## src/rtl/switch_debounce4.sv

```systemverilog
// switch_debounce4: four-channel switch conditioner.
// Each raw switch input passes through a two-flop synchronizer. It is then
// debounced by a per-channel stability counter, so that only levels held for
// DEBOUNCE_CYCLES synchronized cycles reach the a/b/c/d outputs.
// A one-cycle chg strobe marks each accepted transition, and settled reports
// that no channel has a pending disagreement.
module switch_debounce4 #(
  parameter int DEBOUNCE_CYCLES = 50000,
  parameter int CNT_W           = 16
) (
  input  logic       clk,
  input  logic       rst_n,
  input  logic [3:0] sw_in,
  output logic       a,
  output logic       b,
  output logic       c,
  output logic       d,
  output logic [3:0] chg,
  output logic       settled
);

  // Counter value at which a persisting new level is accepted.
  localparam logic [CNT_W-1:0] CNT_LAST = CNT_W'(DEBOUNCE_CYCLES - 1);
  localparam logic [CNT_W-1:0] CNT_ONE  = CNT_W'(1);
  localparam logic [CNT_W-1:0] CNT_ZERO = {CNT_W{1'b0}};

  logic [3:0]       sync1_q;
  logic [3:0]       sync2_q;
  logic [3:0]       out_q;
  logic [3:0]       out_d;
  logic [3:0]       chg_q;
  logic [3:0]       chg_d;
  logic [CNT_W-1:0] cnt_q [4];
  logic [CNT_W-1:0] cnt_d [4];

  // Per-channel debounce decision: hold, count toward acceptance, or accept.
  always_comb begin
    out_d = out_q;
    chg_d = 4'b0000;
    for (int i = 0; i < 4; i++) begin
      cnt_d[i] = cnt_q[i];
      if (sync2_q[i] == out_q[i]) begin
        // Input agrees with the output; any partial progress is discarded.
        cnt_d[i] = CNT_ZERO;
      end else if (cnt_q[i] == CNT_LAST) begin
        // New level has persisted long enough: accept it and strobe.
        out_d[i] = sync2_q[i];
        chg_d[i] = 1'b1;
        cnt_d[i] = CNT_ZERO;
      end else begin
        cnt_d[i] = cnt_q[i] + CNT_ONE;
      end
    end
  end

  // Synchronizer chain, stability counters, debounced levels and strobes.
  always_ff @(posedge clk or negedge rst_n) begin
    if (!rst_n) begin
      sync1_q <= 4'b0000;
      sync2_q <= 4'b0000;
      out_q   <= 4'b0000;
      chg_q   <= 4'b0000;
      for (int i = 0; i < 4; i++) begin
        cnt_q[i] <= CNT_ZERO;
      end
    end else begin
      sync1_q <= sw_in;
      sync2_q <= sync1_q;
      out_q   <= out_d;
      chg_q   <= chg_d;
      for (int i = 0; i < 4; i++) begin
        cnt_q[i] <= cnt_d[i];
      end
    end
  end

  assign a       = out_q[3];
  assign b       = out_q[2];
  assign c       = out_q[1];
  assign d       = out_q[0];
  assign chg     = chg_q;
  // Every channel's synchronized input matches its debounced output.
  assign settled = &(~(sync2_q ^ out_q));

endmodule

```

## config.mk

```make
export PLATFORM = sky130hd
export DESIGN_NAME = switch_debounce4
export DESIGN_NICKNAME = d
export VERILOG_FILES = /design/src/rtl/switch_debounce4.sv
export SDC_FILE = /design/constraint.sdc
export NUM_CORES = 1
export LEC_CHECK = 0
export BUFFER_PORTS_ARGS = -buffer_cell sky130_fd_sc_hd__buf_2
export CORE_MARGIN = 2
export CORE_UTILIZATION = 60
export CTS_BUF_LIST = sky130_fd_sc_hd__clkbuf_8
export CTS_CLUSTER_SIZE = 25
export DETAILED_ROUTE_END_ITERATION = 7
export HOLD_SLACK_MARGIN = 0.03
export PLACE_DENSITY = 0.74
export SYNTH_ARGS = -nofsm -noshare
export SYNTH_HDL_FRONTEND = slang
export SYNTH_SLANG_ARGS = --single-unit
```

## constraint.sdc

```tcl
create_clock -name clk -period 1.8 [get_ports clk]
set_input_delay 0.36 -clock clk [delete_from_list [all_inputs] [get_ports clk]]
set_output_delay 0.36 -clock clk [all_outputs]
set_load 0.01 [all_outputs]
```

* After elaboration in Yosys (flattened, before gate mapping)
Index checks and enable logic that the tools add are counted.
** Word-level totals
- Bits of input ports :: 6
- Output and inout port bits :: 9
- Bits in registers :: 80
- Logic and storage cells :: 50
** Cells by class
- Eq/ne operators :: 8
- Reductions and logical operators :: 5
- Muxes and demuxes :: 16
- Add/subtract/negate cells :: 4
- Bitwise operators :: 6
** Operator list (number)
- 16-bit 2-to-1 mux :: 8
- 16-bit by 1-bit adder with 16-bit output (second input constant) :: 4
- 16-bit == test (second input constant) :: 4
- 1-bit 2-to-1 mux :: 8
- 2-bit AND reduction :: 4
- 1-bit == test :: 4
- 1-bit NOT :: 4
- 4-bit NOT :: 1
- 4-bit AND reduction :: 1
- 4-bit bitwise XOR :: 1

* Logic depth before layout (Yosys ltp)
Gate-level depths: netlist of the first run.
- Depth in word-level cells :: 3
- Gate-level depth with buffers :: 6
- Mapped depth without buffers :: 5

* Worst setup path before layout of the first run
Ideal clock, no wire load.
- Kind :: reg2reg
- Start point :: reg cnt_q[20] in the netlist's numbering
- End point :: reg cnt_q[31] in the netlist's numbering
- Path slack :: 0.330 ns
- Arrival time :: 1.392 ns
- Data required time :: 1.722 ns
- Setup time :: 0.078 ns
- Cell stages (with the launch flop) :: 5
- Period minus slack after synthesis :: 1.470 ns
- Buffers on the path :: 0
- Cells stage by stage :: dfrtp_1 nand3_4 or2_4 or4_1 a21oi_1
** RTL lines
- start: declaration :: RTL line 33 : logic [CNT_W-1:0] cnt_q [4];
- start signal: indexed assignment :: RTL line 72 : cnt_q[i] <= cnt_d[i];

* Final worst setup path of the first run
- Start point :: reg out_q[1]
- End point :: out settled
** On the way
- Longest elaborated chain between the ends :: 3
** Ends and longest elaborated chain
- start: declaration :: RTL line 29 : logic [3:0] out_q;
- start signal: assignment :: RTL line 69 : out_q <= out_d;
- 4-bit bitwise XOR :: RTL line 83 : assign settled = &(~(sync2_q ^ out_q));
- 4-bit NOT :: RTL line 83
- 4-bit AND reduction :: RTL line 83
- end: declaration :: RTL line 19 : output logic settled
Every way passes these cells.

==> results.tsv, run 1 <==
stage	metric	value	unit
placed_design	Final HPWL DP	4505	um
worst_setup_path	Max FO, Critical Path	4	
finish	Post-Layout Cell Count	457	
global_routing	initial antenna violation count	0	
synthesis	Synth Area in Compound Gates	0.008228	
synthesis	Ys Warns	0	
min_path	hold path depth	1	
pwr	peak supply drop	653.8	uV
global_routing	vias in the first global route	2469	
routing	DRC	0	
synthesis	post-synth top area cell	dfrtp_1	
pwr	power density cells	852.7	nW/um^2
worst_setup_path	Crit Reg-Reg Endpoint	cnt_q[31]	
timing	Worst slew margin	0.7359	
global_routing	GRT Overall Usage	0.2178	
die	io pins	15	
die	Die Ht	82.00	um
worst_setup_path	R2R cell count	4	
routing	Routed met2 length	3127	um
worst_setup_path	Worst Path Buf+Inv	1	
clock_network	CTS buffer count	9	
routing	WL met3	206	um
synthesis	Distinct cells, synth	25	
finish	number of inserted diodes	0	
synthesis	Cells after Synth	344	
outcome	status	finished clean	
synthesis	post-synthesis mux area share	0.01234	
timing	fin crit period	1.747	ns
timing	Tightest Pin Transition	0.3948	ns
finish	P&R area growth vs syn	14.16	%
worst_setup_path	crit path kind	reg -> out	
synthesis	EDFF count, synth	0	
worst_setup_path	Register-to-Register Setup Slack	0.21	ns
synthesis	Seq/Total Area, Yosys	0.5485	
worst_setup_path	crit-path cells	xor2_2 -> nor4_2 -> buf_2	
timing	Final Skew	0.009730	ns
min_path	HP Start	sw_in[0]	
routing	wire length on met1	3108	um
synthesis	Syn Nets	354	
min_path	Hold EP	sync1_q[0]	
global_routing	largest net degree at the start of global routing	39	
pwr	Combinational Power Share	0.035	
timing	Final Setup Violations	0	
placed_design	routability congestion estimate	0.8514	
clock_network	worst skew pair latency	0.35	ns
pwr	switching fraction of total power	0.2135	
synthesis	Synth top area share	0.5485	
die	Initial Util	0.6201	
worst_setup_path	slowest stage delay, CP	0.41	ns
min_path	min-delay worst type	in -> reg	
timing	FMAX	572.3	MHz
synthesis	Async S/R FF share, synth	1.000	
worst_setup_path	Top Family by Delay on Critical Path	flip-flops	
synthesis	Simple-Gate Fraction of Synth Area	0.2626	
job	Max Cap Viol	0	
worst_setup_path	worst path arrival time	1.39	ns
clock_network	CTS sink count	80	
clock_network	clock buffer depth	2	
clock_network	clock root cell	clkbuf_8	
global_routing	GRT overflow	0	
worst_setup_path	CP Data Required Time	1.44	ns
finish	layout cells sized above 1	0.1466	
worst_setup_path	critical path launch point type	register	
worst_setup_path	crit path max-delay cell type	dfrtp_1	
worst_setup_path	Worst R2R Start	cnt_q[20]	
routing	Avg WL per Cell	14.28	um
synthesis	most frequent cell after synthesis	dfrtp_1	
placed_design	# port buffers	14	
synthesis	commonest register cell after synthesis	dfrtp_1	
routing	Routed Wire Length	6525	um
die	Core Rows	28	
synthesis	Mapped Avg Cell Area	10.61	um^2
routing	Pre-antenna DRT Iters	4	
worst_setup_path	Worst Setup End Kind	output pin	
pwr	Pleak	1.739	nW
pwr	Flop pwr share	0.522	
global_routing	global-route wire length before repair	11070	um
pwr	Clk pwr share	0.443	
finish	post-layout util	0.7079	
clock_network	H-tree depth	3	
routing	Routed Antenna Nets	0	
synthesis	xor/xnor share of the synthesized area	0.1368	
pwr	Int Power	0.002794	W
timing	Final Hold Vio Count	0	
routing	DR top layer	met4	
routing	vias per cell	5.569	
synthesis	Synth Cell Area	3650	um^2
timing	RSZ-0062 raised after global routing	yes	
synthesis	largest family of logic cells by synthesized area	simple AND/OR/NAND/NOR gates	
placed_design	placed cells	438	
die	core area	5886	um^2
finish	nets	388	
pwr	net switching power	0.0007585	W
routing	via count	2545	
routing	number of DRC markers in iteration 0	127	
synthesis	#FFs+latches synth	80	
die	Die X-Extent	82.00	um
timing	Hold Slack	0.1099	ns
clock_network	Clock transition at path regs	0.08	ns
die	Die ar.	6723	um^2
synthesis	Synth area leaders	dfrtp_1 (55%), xnor2_1 (11%), nor2_1 (6.5%)	
synthesis	Post-synth top cells	dfrtp_1 (80), nor2_1 (63), xnor2_1 (45)	
timing	period utilisation layout	0.9707	
clock_network	CTS tree	done	
timing	Max Slew Vio Count	0	
synthesis	post-synthesis adder-cell area fraction	0.01371	
[worst max-delay path by stage]
stage,start,end,slack [ns],depth (start not counted)
2_1_floorplan,cnt_q[20],cnt_q[31],0.33,4
3_3_place_gp,cnt_q[20],cnt_q[31],0.28,4
3_5_place_dp,cnt_q[36],cnt_q[47],0.24,4
4_1_cts,out_q[3],settled,0.003,3
5_1_grt,out_q[1],settled,-0.06,3
6_report,out_q[1],settled,0.05,3
[cells by family (layout without fill, tap and decap cells)]
group / count (synthesis) / count (layout)
buffers and inverters: 16 / 54
AOI/OAI and AO/OA: 5 / 5
adders and majority gates: 4 / 4
and+or+nand+nor: 178 / 178
DFF: 80 / 80
muxes: 4 / 4
xor gates and xnor gates: 57 / 57
[placed cells by master, fill, tap and decap left out, types with 2 or more instances in the layout]
cell,n
nand4_2,2
nor4b_1,4
o31ai_1,2
bufinv_16,3
nand2_1,16
nor4bb_1,6
nand3_4,2
ha_1,4
nor4_1,15
xnor2_1,45
nor2b_1,4
or4_1,2
clkinv_4,2
or2_4,2
a21oi_1,3
clkbuf_8,9
buf_4,13
and3_1,8
xor2_1,11
and4bb_2,2
mux2_2,4
nand4_1,15
nor2_1,63
nand3_1,21
nor3_1,15
buf_2,13
dfrtp_1,80
inv_1,11
[power by group through the flow]
| stage | sequential, W | clock, W | combinational (W) |
|---|---|---|---|
| 6_report | 0.00186 | 0.00157 | 0.000123 |
| 5_1_grt | 0.00186 | 0.00167 | 0.000143 |
| 4_1_cts | 0.00185 | 0.00161 | 0.000127 |
| 3_5_place_dp | 0.00189 | 0 | 0.000124 |
| 3_3_place_gp | 0.00189 | 0 | 0.000121 |
| 2_1_floorplan | 0.00188 | 0 | 0.0000540 |
[what timing repair did]
| item | CTS | global route |
|---|---|---|
| hold endpoints to repair | 20 | 0 |
| resized for setup | 0 | 2 |
| setup endpoints to repair | 1 | 1 |
| pin swaps | 1 | 1 |
| hold buffers | 1 | 0 |
| setup buffers | 1 | 2 |
[final cells by class]
class	instances	area (um^2)
multi-input combinational	248	1597
tap	75	93.84
inverter	11	41.29
fill	452	1719
timing repair buffer	28	192.7
clock inverter	6	116.4
sequential	80	2002
clock buffer	9	123.9
[per-stage QoR]
| stage | total power (W) | cell area, um^2 | setup WS [ns] | setup TNS (ns) |
|---|---|---|---|---|
| 5_1_grt | 0.003675 | 4167 | -0.05642 | -0.05642 |
| 6_report | 0.003553 | 4167 | 0.05270 | 0 |
| 2_1_floorplan | 0.001939 | 3650 | 0.3304 | 0 |
| 3_5_place_dp | 0.002014 | 3880 | 0.2351 | 0 |
| 3_3_place_gp | 0.002009 | 3880 | 0.2836 | 0 |
| 4_1_cts | 0.003595 | 4138 | 0.003047 | 0 |
[layer usage]
metal  up-vias  global-route usage
met4         0             0.07667
met2        44              0.3407
met3         6             0.06264
met1      1241              0.2921
li1       1254                   -
met5         -                   0
[state kept, by name, summed over array words and instances, names as in the netlist]
signal,flops
sync2_q,4
sync1_q,4
chg,4
cnt_q,64
out_q,4
(Power assumes the default switching activity.)
==> run 2, diff against run 1 <==
SETUP_SLACK_MARGIN = 0.2   (was default)
==> results.tsv, run 2 (synthesized netlist as in run 1, its figures left out) <==
stage	metric	value	unit	change
outcome	status	complete, but fails checks		was finished clean
outcome	failing checks	negative setup slack		
timing	Worst slew margin	0.6870		was 0.7359
clock_network	H-tree depth	3		unchanged
pwr	Combinational Power Share	0.040		was 0.035
worst_setup_path	CP Data Required Time	1.44	ns	about the same
timing	FMAX	555.3	MHz	was 572.3 MHz
placed_design	Final HPWL DP	4505	um	unchanged
die	Die X-Extent	82.00	um	unchanged
routing	vias per cell	5.594		was 5.569
finish	most frequent cells in the layout	dfrtp_1 (73), nor2_1 (63), xnor2_1 (45)		was dfrtp_1 (80), nor2_1 (63), xnor2_1 (45)
worst_setup_path	crit path max-delay cell type	dfrtp_1		unchanged
worst_setup_path	Worst Setup End Kind	output pin		unchanged
finish	P&R area growth vs syn	19.13	%	was 14.16%
finish	nets	397		was 388
min_path	min-delay worst type	in -> reg		unchanged
finish	Final Instance Area	4348	um^2	was 4167 um^2
finish	number of inserted diodes	0		unchanged
timing	Final Setup Violations	1		was 0
worst_setup_path	Top Family by Delay on Critical Path	flip-flops		unchanged
pwr	net switching power	0.0007703	W	was 0.0007585 W
placed_design	routability congestion estimate	0.8514		unchanged
worst_setup_path	worst path arrival time	1.44	ns	was 1.39 ns
finish	layout cells sized above 1	0.2302		was 0.1466
worst_setup_path	critical path launch point type	register		unchanged
clock_network	CTS tree	done		unchanged
global_routing	initial antenna violation count	0		unchanged
finish	Reg with most FFs	cnt_q		unchanged
job	Max Cap Viol	0		unchanged
placed_design	pre-CTS WS	0.2351	ns	unchanged
pwr	power density cells	822.6	nW/um^2	was 852.7 nW/um^2
pwr	peak supply drop	665.0	uV	was 653.8 uV
routing	Routed Wire Length	7187	um	was 6525 um
global_routing	largest net degree at the start of global routing	39		unchanged
timing	fin crit period	1.801	ns	was 1.747 ns
global_routing	GRT overflow	0		unchanged
pwr	Clk pwr share	0.441		was 0.443
routing	DRC	0		unchanged
worst_setup_path	crit path kind	reg -> out		unchanged
timing	Final Skew	0.01099	ns	was 0.009730 ns
timing	Max Slew Vio Count	0		unchanged
timing	Final Hold Vio Count	0		unchanged
finish	most common cell after layout, fill and taps aside	dfrtp_1		unchanged
routing	via count	2607		was 2545
timing	Hold Slack	0.1096	ns	was 0.1099 ns
timing	Tightest Pin Transition	0.4678	ns	was 0.3948 ns
finish	post-layout util	0.7387		was 0.7079
die	io pins	15		unchanged
pwr	switching fraction of total power	0.2154		was 0.2135
routing	Pre-antenna DRT Iters	4		unchanged
global_routing	vias in the first global route	2469		unchanged
placed_design	# port buffers	14		unchanged
die	Die ar.	6723	um^2	unchanged
worst_setup_path	slowest stage delay, CP	0.44	ns	was 0.41 ns
worst_setup_path	crit-path cells	xor2_1 -> nor4_2 -> buf_2		was xor2_2 -> nor4_2 -> buf_2
placed_design	DP Area	3880	um^2	unchanged
pwr	Overall Power	0.003576	W	was 0.003553 W
worst_setup_path	Max FO, Critical Path	4		unchanged
clock_network	clock buffer depth	2		unchanged
clock_network	CTS sink count	80		unchanged
timing	period utilisation layout	1.000		was 0.9707
die	Core Rows	28		unchanged
timing	Final WS setup	-0.0008418	ns	was 0.05270 ns
pwr	Int Power	0.002806	W	was 0.002794 W
clock_network	CTS buffer count	9		unchanged
die	Die Ht	82.00	um	unchanged
pwr	Pleak	1.772	nW	was 1.739 nW
worst_setup_path	Worst Path Buf+Inv	1		unchanged
routing	Avg WL per Cell	15.42	um	was 14.28 um
global_routing	global-route wire length before repair	11120	um	was 11070 um
timing	RSZ-0062 raised after global routing	yes		unchanged
clock_network	worst skew pair latency	0.35	ns	about the same
pwr	Flop pwr share	0.519		was 0.522
routing	Routed Antenna Nets	0		unchanged
clock_network	clock root cell	clkbuf_8		unchanged
die	core area	5886	um^2	unchanged
finish	Largest register FFs	64		unchanged
global_routing	GRT Overall Usage	0.2191		was 0.2178
routing	number of DRC markers in iteration 0	110		was 127
clock_network	Clock transition at path regs	0.08	ns	about the same
finish	layout filler cell count	409		was 452
die	Initial Util	0.6201		unchanged
[run 2: changes by cell type in the layout (fill, tap and decap cells not counted), moves of 3 or more]
| cell | delta |
|---|---|
| nor4b_2 | +3 |
| nor4_2 | +5 |
| nor4b_1 | -3 |
| nor4_1 | -5 |
| dfrtp_1 | -7 |
| dfrtp_2 | +7 |
| buf_4 | +9 |
[run 2: path summary, 6_finish.rpt]
kind | startpoint | to | slack (ns) | cells after the start
setup reg to reg | cnt_q[49] | cnt_q[55] | 0.19 | 6
hold / removal | sw_in[0] | sync1_q[0] | 0.11 | 1
min in group asynchronous | rst_n | cnt_q[57] | 0.44 | 2
hold reg to reg | sync1_q[1] | sync2_q[1] | 0.35 | 0
setup / recovery | out_q[0] | settled | -0.0008 | 3
max in group asynchronous | rst_n | cnt_q[16] | 0.78 | 3
[run 2: cell type report]
cell class / instances / area, um^2 / area share
clock buffers: 9 / 123.9 / 0.02849
multi-input cells: 248 / 1702 / 0.3914
repair buffers: 37 / 260.3 / 0.05986
inverters: 11 / 41.29 / 0.009496
well taps: 75 / 93.84 / 0.02158
clock inverters: 6 / 116.4 / 0.02676
flip-flops and latches: 80 / 2011 / 0.4624
[run 2: metrics by stage]
step	TNS, ns	std cells
2_1_floorplan	0	344
3_3_place_gp	0	438
3_5_place_dp	0	438
4_1_cts	0	457
5_1_grt	-0.06697	466
6_report	-0.0008418	466
[run 2: worst reg2reg max path, cell delays in order (launching register included)]
cell,delay (ns)
dfrtp_1,0.38
ha_1,0.23
and3_4,0.23
nand4_1,0.22
nand2_1,0.15
buf_4,0.21
nor2_1,0.08
[run 2: repair_timing]
item | 4_1_cts | 5_1_grt
setup endpoints to repair | 1 | 51
pin swaps | 3 | 6
endpoints found under the hold margin | 20 | 0
resized for setup | 2 | 26
hold buffers | 1 | 0
setup buffers | 3 | 9
[run 2: power by group through the flow]
stage / sequential (W) / clock, W / combinational (W)
floorplan: 0.00188 / 0 / 0.0000540
global placement: 0.00189 / 0 / 0.000121
detailed placement: 0.00189 / 0 / 0.000124
CTS: 0.00186 / 0.00161 / 0.000131
global route: 0.00186 / 0.00168 / 0.000161
finish: 0.00186 / 0.00158 / 0.000141
[run 2: metal layers]
metal,global-route usage,wire length (um)
met1,0.2955,3189
met2,0.3431,3600
met3,0.06154,280
met4,0.07500,118
met5,0,0
==> run 3, diff against run 2 <==
SKIP_LAST_GASP = 1   (was default)
==> results.tsv, run 3 (synthesized netlist as in run 1, its figures left out) <==
stage	metric	value	unit	change
placed_design	placed cells	438		unchanged
clock_network	H-tree depth	3		unchanged
worst_setup_path	crit path kind	reg -> out		unchanged
clock_network	CTS tree	done		unchanged
die	Core Rows	28		unchanged
timing	RSZ-0062 raised after global routing	yes		unchanged
worst_setup_path	crit path max-delay cell type	dfrtp_1		unchanged
worst_setup_path	slowest stage delay, CP	0.44	ns	about the same
global_routing	vias in the first global route	2469		unchanged
global_routing	initial antenna violation count	0		unchanged
clock_network	CTS sink count	80		unchanged
worst_setup_path	critical path launch point type	register		unchanged
timing	fin crit period	1.802	ns	was 1.801 ns
global_routing	met2 usage	0.3431		unchanged
finish	nets	397		unchanged
finish	most frequent cells in the layout	dfrtp_1 (73), nor2_1 (63), xnor2_1 (45)		unchanged
pwr	Pleak	1.772	nW	about the same
die	core area	5886	um^2	unchanged
timing	period utilisation layout	1.001		was 1.000
pwr	power density cells	823.1	nW/um^2	was 822.6 nW/um^2
worst_setup_path	worst path arrival time	1.44	ns	about the same
worst_setup_path	CP Data Required Time	1.44	ns	about the same
timing	Tightest Pin Transition	0.4690	ns	was 0.4678 ns
job	Max Cap Viol	0		unchanged
outcome	status	complete, but fails checks		unchanged
pwr	peak supply drop	665.0	uV	about the same
finish	layout filler cell count	410		was 409
global_routing	GR met1 Demand/Resource	0.2955		unchanged
routing	via count	2605		was 2607
timing	Final Setup Violations	1		unchanged
timing	Final WS setup	-0.001985	ns	was -0.0008418 ns
finish	most common cell after layout, fill and taps aside	dfrtp_1		unchanged
routing	number of DRC markers in iteration 0	122		was 110
die	io pins	15		unchanged
min_path	min-delay worst type	in -> reg		unchanged
finish	Reg with most FFs	cnt_q		unchanged
placed_design	pre-CTS WS	0.2351	ns	unchanged
finish	post-layout util	0.7379		was 0.7387
clock_network	Clock transition at path regs	0.08	ns	about the same
clock_network	worst skew pair latency	0.35	ns	about the same
routing	Routed Wire Length	7150	um	was 7187 um
die	Die X-Extent	82.00	um	unchanged
worst_setup_path	Max FO, Critical Path	4		unchanged
clock_network	CTS buffer count	9		unchanged
timing	Worst slew margin	0.6863		was 0.6870
worst_setup_path	Worst Path Buf+Inv	1		unchanged
finish	number of inserted diodes	0		unchanged
outcome	failing checks	negative setup slack		unchanged
global_routing	met3 Use GR	0.06154		unchanged
timing	Final Skew	0.01028	ns	was 0.01099 ns
routing	Avg WL per Cell	15.34	um	was 15.42 um
worst_setup_path	Worst Setup End Kind	output pin		unchanged
die	Die ar.	6723	um^2	unchanged
die	Initial Util	0.6201		unchanged
routing	DRC	0		unchanged
worst_setup_path	Top Family by Delay on Critical Path	flip-flops		unchanged
clock_network	clock buffer depth	2		unchanged
timing	Max Slew Vio Count	0		unchanged
routing	Routed Antenna Nets	0		unchanged
timing	Post-Route Setup TNS	-0.001985	ns	was -0.0008418 ns
timing	Final Hold Vio Count	0		unchanged
global_routing	GRT Overall Usage	0.2191		unchanged
routing	Pre-antenna DRT Iters	4		unchanged
finish	layout cells sized above 1	0.2276		was 0.2302
timing	Hold Slack	0.1092	ns	was 0.1096 ns
finish	P&R area growth vs syn	18.99	%	was 19.13%
timing	FMAX	554.9	MHz	was 555.3 MHz
routing	vias per cell	5.590		was 5.594
global_routing	GRT overflow	0		unchanged
global_routing	largest net degree at the start of global routing	39		unchanged
die	Die Ht	82.00	um	unchanged
placed_design	# port buffers	14		unchanged
finish	Post-Layout Cell Count	466		unchanged
finish	Largest register FFs	64		unchanged
placed_design	Final HPWL DP	4505	um	unchanged
placed_design	routability congestion estimate	0.8514		unchanged
clock_network	clock root cell	clkbuf_8		unchanged
global_routing	gr busiest metal	met2		unchanged
worst_setup_path	crit-path cells	xor2_1 -> nor4_2 -> buf_2		unchanged
global_routing	global-route wire length before repair	11120	um	unchanged
-- run 3: cell counts in the layout (fill, tap and decap cells not counted) --
Identical to the previous run, type by type.
-- run 3: what timing repair did --
item	CTS	global route
endpoints found under the setup margin	1	51
resized for setup	2	25
pin swaps	3	6
endpoints found under the hold margin	20	0
setup buffers	3	9
hold buffers	1	0
-- run 3: worst paths after layout --
path / from / to / slack (ns) / depth (start not counted)
max: out_q[0] / settled / -0.002 / 3
min: sw_in[0] / sync1_q[0] / 0.11 / 1
max reg2reg: cnt_q[49] / cnt_q[55] / 0.20 / 6
min reg2reg: sync1_q[1] / sync2_q[1] / 0.35 / 0
max in group asynchronous: rst_n / cnt_q[16] / 0.79 / 3
min in group asynchronous: rst_n / cnt_q[57] / 0.44 / 2
-- run 3: final cells by class --
class,instances,area (um^2),area share
sequential,80,2011,0.4630
multi-input combinational,248,1697,0.3907
timing repair buffer,37,260.3,0.05993
clock buffer,9,123.9,0.02852
clock inverter,6,116.4,0.02679
tap,75,93.84,0.02161
inverter,11,41.29,0.009507
-- run 3: through the flow --
step | power (W) | area, um^2
floorplan | 0.001939 | 3650
global placement | 0.002009 | 3880
detailed placement | 0.002014 | 3880
CTS | 0.003600 | 4168
global route | 0.003701 | 4343
finish | 0.003575 | 4343
-- run 3: report_power, final --
part / total (W) / switching [W] / internal (W)
registers: 0.00186 / 0.0000309 / 0.00183
clock network: 0.00158 / 0.000653 / 0.000923
logic: 0.000141 / 0.0000845 / 0.0000565
total: 0.00357 / 0.000769 / 0.00281
-- run 3: worst register-to-register path, delay by kind of cell, from the launching register on --
kind	cells	cell delay, ns
buffers and inverters	1	0.21
adders and majority gates	1	0.23
DFF	1	0.38
and+or+nand+nor	4	0.66
-- run 3: routing by layer --
layer / vias up / part of all wire
li1: 1272 / -
met3: 10 / 0.036
met2: 58 / 0.50
met1: 1265 / 0.45
met4: 0 / 0.015
met5: - / 0
